==> src/rtl/parity_stream_check.sv <==
// One-deep registered stage that checks and regenerates parity on a valid/ready
// stream and keeps a saturating count of errored words handed downstream.
module parity_stream_check #(
    parameter int DATA_W = 8,
    parameter int CNT_W  = 16
) (
    input  logic              clk,
    input  logic              rst_n,
    input  logic              in_valid,
    output logic              in_ready,
    input  logic [DATA_W-1:0] in_data,
    input  logic              in_par,
    input  logic              cfg_odd,
    output logic              out_valid,
    input  logic              out_ready,
    output logic [DATA_W-1:0] out_data,
    output logic              out_gen,
    output logic              out_err,
    input  logic              err_clr,
    output logic [CNT_W-1:0]  err_cnt,
    output logic              err_sticky
);

    logic accept;
    logic deliver;
    logic data_xor;

    // The stage can refill in the same cycle it drains, giving one word per cycle.
    assign in_ready = rst_n & (~out_valid | out_ready);
    assign accept   = in_valid & in_ready;
    assign deliver  = out_valid & out_ready;
    assign data_xor = ^in_data;

    always_ff @(posedge clk) begin
        if (!rst_n) begin
            out_valid <= 1'b0;
            out_data  <= '0;
            out_gen   <= 1'b0;
            out_err   <= 1'b0;
        end else if (accept) begin
            out_valid <= 1'b1;
            out_data  <= in_data;
            out_gen   <= data_xor ^ cfg_odd;
            out_err   <= data_xor ^ in_par ^ cfg_odd;
        end else if (deliver) begin
            out_valid <= 1'b0;
        end
    end

    // Errors are counted when a word leaves the stage, so a word flushed by reset is never counted.
    always_ff @(posedge clk) begin
        if (!rst_n || err_clr) begin
            err_cnt    <= '0;
            err_sticky <= 1'b0;
        end else if (deliver && out_err) begin
            err_sticky <= 1'b1;
            if (err_cnt != {CNT_W{1'b1}}) begin
                err_cnt <= err_cnt + CNT_W'(1);
            end
        end
    end

endmodule

==> config.mk <==
export PLATFORM = sky130hd
export DESIGN_NAME = parity_stream_check
export DESIGN_NICKNAME = d
export VERILOG_FILES = /design/src/rtl/parity_stream_check.sv
export SDC_FILE = /design/constraint.sdc
export NUM_CORES = 1
export LEC_CHECK = 0
export CORE_AREA = 2 2 60 62
export DETAILED_ROUTE_END_ITERATION = 12
export DIE_AREA = 0 0 62 64
export GPL_ROUTABILITY_DRIVEN = 0
export HOLD_SLACK_MARGIN = 0.03
export PLACE_DENSITY_LB_ADDON = 0.08
export SETUP_SLACK_MARGIN = 0.15
export SLEW_MARGIN = 25
export SYNTH_ARGS = -nofsm -noshare
export SYNTH_HDL_FRONTEND = slang
export SYNTH_SLANG_ARGS = --single-unit
==> constraint.sdc <==
create_clock -name clk -period 2.1 [get_ports clk]
set_clock_uncertainty 0.05 [all_clocks]
set_input_delay 0.315 -clock clk [delete_from_list [all_inputs] [get_ports clk]]
set_output_delay 0.315 -clock clk [all_outputs]
set_load 0.02 [all_outputs]
==> out/metrics.yaml <==
status: "completed"
layout_commonest_cell: "clkdlybuf4s50_1"
syn2layout_area_growth_pct: 48.93
htreeDepth: 1
cts-hold-fix-buffers: 0
crit_path_end: "err_cnt[11]"
yosysUniqueCellTypes: 35
syn-cell-area_sq_mm: 0.001286
place_inst: 243
leakage_nw: 0.6809
numCtsBuffers: 3
antenna_found_initial: 0
drcViolationCount: 0
critPathMaxFanout: 7
worst_slack_ns: 0.2858
worstSetupStartpointType: "flop"
top_usage_layer: "met2"
synthMuxAreaShare: 0.007782
final_cell_mix: "clkdlybuf4s50_1, dfxtp_1, nand2_1"
tightest_slew_ns: 0.4710
ant_nets: 0
cp-startpoint: "err_cnt[0]"
clock_sinks: 28
finalMaxSlewViolations: 0
cts_root_buf: "clkbuf_4"
dieArea_sq_mm: 0.003968
grt_use_met3: 0.02227
num_rows: 21
hp-class: "flop to flop"
fin_crit_sh: 0.8639
final-hold-violation-count: 0
synth_compound_area_frac: 0.1440
final_nets: 219
drt_wl_total_um: 3093
port_buffers: 43
pin_count: 44
grt_max_degree: 18
cts_buffer_depth: 2
grt_util_met2: 0.2630
cp-end-kind: "flop"
worstReg2RegEnd: "err_cnt[11]"
yosys.area_share.simple: 0.2461
regToRegSetupSlack_ns: 0.29
synth_flop_cell: "dfxtp_1"
vias: 1212
fillers: 313
dpl_worst_slack_ns: 0.01938
met1_usage: 0.2204
yosysSeqAreaShare: 0.4358
period_minus_slack_ns: 1.814
die_w_um: 62
drtIter0Drc: 27
die_h_um: 64
yosys_warnings: 0
synth_xor_area_frac: 0.1265
grt.overflow.total: 0
first_global_vias: 1220
synth_seq_cells: 28
routedWlPerCell_um: 12.47
required_ns: 2.29
cts_tree: "built"
synth_cells: 150
syn_avg_cell_area_sq_um: 8.575
setup_viol: 0
rsz0062_at_grt: "false"
grt_pass1_wl_um: 5085
drtPass1Iterations: 4
drive_gt1_frac: 0.1287
clkLatencyLatePin_ns: 0.33
dpl.hpwl_um: 2318
clk_pin_slew_ns: 0.15
ir_drop_mv: 0.2733
synthArstFlopShare: 0
holdPathStages: 2
crit_type: "flop to flop"
fmax_ghz: 0.5512
max-cap-violations: 0
postPlaceCellArea_sq_mm: 0.001832
setup_tns_ns: 0
vias_per_cell: 4.887
antenna_cells: 0
timing.rr.start: "err_cnt[0]"
synth_nets: 166
synth_edf_count: 0
rr_worst_depth: 6
stdcell_count: 248
finalInstanceArea_sq_mm: 0.001916
p_per_area_mw_per_mm2: 577.0
coreArea_sq_mm: 0.003284
synth_top_family_by_area: "simple AND/OR/NAND/NOR gates"
critPathArrivalTime_ns: 2.00
initial_utilization: 0.3916
slew-limit-headroom: 0.6860
synth_fa_ha_area_frac: 0.009728
grt_use_total: 0.1647
## how the worst min path moves through the flow
stage	from	end	slack (ns)
after floorplan	in_data[0]	out_data[0]	0.37
after global placement	out_data[4]	out_data[4]	0.40
after detailed placement	out_data[7]	out_data[7]	0.40
after CTS	out_data[7]	out_data[7]	0.42
after global routing	out_data[7]	out_data[7]	0.44
final	out_data[7]	out_data[7]	0.42
## logic make-up after synthesis
family / Yosys count
AOI/OAI and AO/OA: 30
DFF: 28
and+or+nand+nor: 63
xor gates and xnor gates: 17
buffers and inverters: 10
adders and majority gates: 1
muxes: 1
## timing repair
action | in CTS | in global routing
endpoints found under the hold margin | 0 | 0
buffers inserted | 0 | 1
cloned | 0 | 0
gates resized for setup | 2 | 6
setup endpoints to repair | 11 | 9
pin swaps | 0 | 2
## critical path, cell delays in order, from the launching register on
cell and delay [ns]:
dfxtp_2 0.38, ha_4 0.14, inv_1 0.07, or4_4 0.60, nand4b_1 0.24, xor2_1 0.18, nor2_1 0.06
## report_power, final
part / switching (W) / leakage [nW] / internal, W / total (W)
clock: 0.000163 / 0.0279 / 0.000193 / 0.000356
combinational: 0.0000868 / 0.424 / 0.0000985 / 0.000185
sequential: 0.0000126 / 0.229 / 0.000552 / 0.000564
total: 0.000262 / 0.681 / 0.000843 / 0.00111
## per-stage QoR
stage / hold WS, ns / power, W / util
2_1_floorplan: 0.3736 / 0.0006727 / -
3_3_place_gp: 0.3974 / 0.0007608 / 0.5577
3_5_place_dp: 0.4023 / 0.0007656 / 0.5577
4_1_cts: 0.4225 / 0.001118 / 0.5745
5_1_grt: 0.4371 / 0.001157 / 0.5832
6_report: 0.4184 / 0.001105 / 0.5832
## cells in the mapped netlist (2+ instances only)
| master | number | area share |
|---|---|---|
| xor2_1 | 12 | 0.082 |
| and3_1 | 3 | 0.015 |
| clkbuf_1 | 6 | 0.018 |
| o21ai_0 | 16 | 0.062 |
| o211ai_1 | 3 | 0.018 |
| nor3_1 | 2 | 0.0078 |
| a21oi_1 | 4 | 0.016 |
| dfxtp_1 | 28 | 0.44 |
| nor2_1 | 16 | 0.047 |
| xnor2_1 | 4 | 0.027 |
| a211oi_1 | 2 | 0.012 |
| inv_1 | 3 | 0.0088 |
| nand2_1 | 19 | 0.055 |
| nand2b_1 | 2 | 0.0097 |
| or3_1 | 3 | 0.015 |
| and4_1 | 2 | 0.014 |
| nand3_1 | 7 | 0.027 |
## layer usage
metal  share of wire  up-vias
met5               0        -
met4           0.012        0
met3           0.032        4
met2            0.47       26
met1            0.48      560
li1                -      622
## flip-flops by register name, indices dropped and copies added, names as in the netlist
signal / cells
err_sticky: 1
out_gen: 1
err_cnt: 16
out_data: 8
out_valid: 1
out_err: 1
## cell type report
type	instances	area, sq um	area share
repair buffers	55	519.2	0.2711
clock inverters	1	30.03	0.01568
flip-flops and latches	28	565.5	0.2952
inverters	3	11.26	0.005879
clock buffers	3	22.52	0.01176
well taps	46	57.56	0.03005
multi-input cells	112	709.4	0.3703
(Power assumes the default switching activity.)
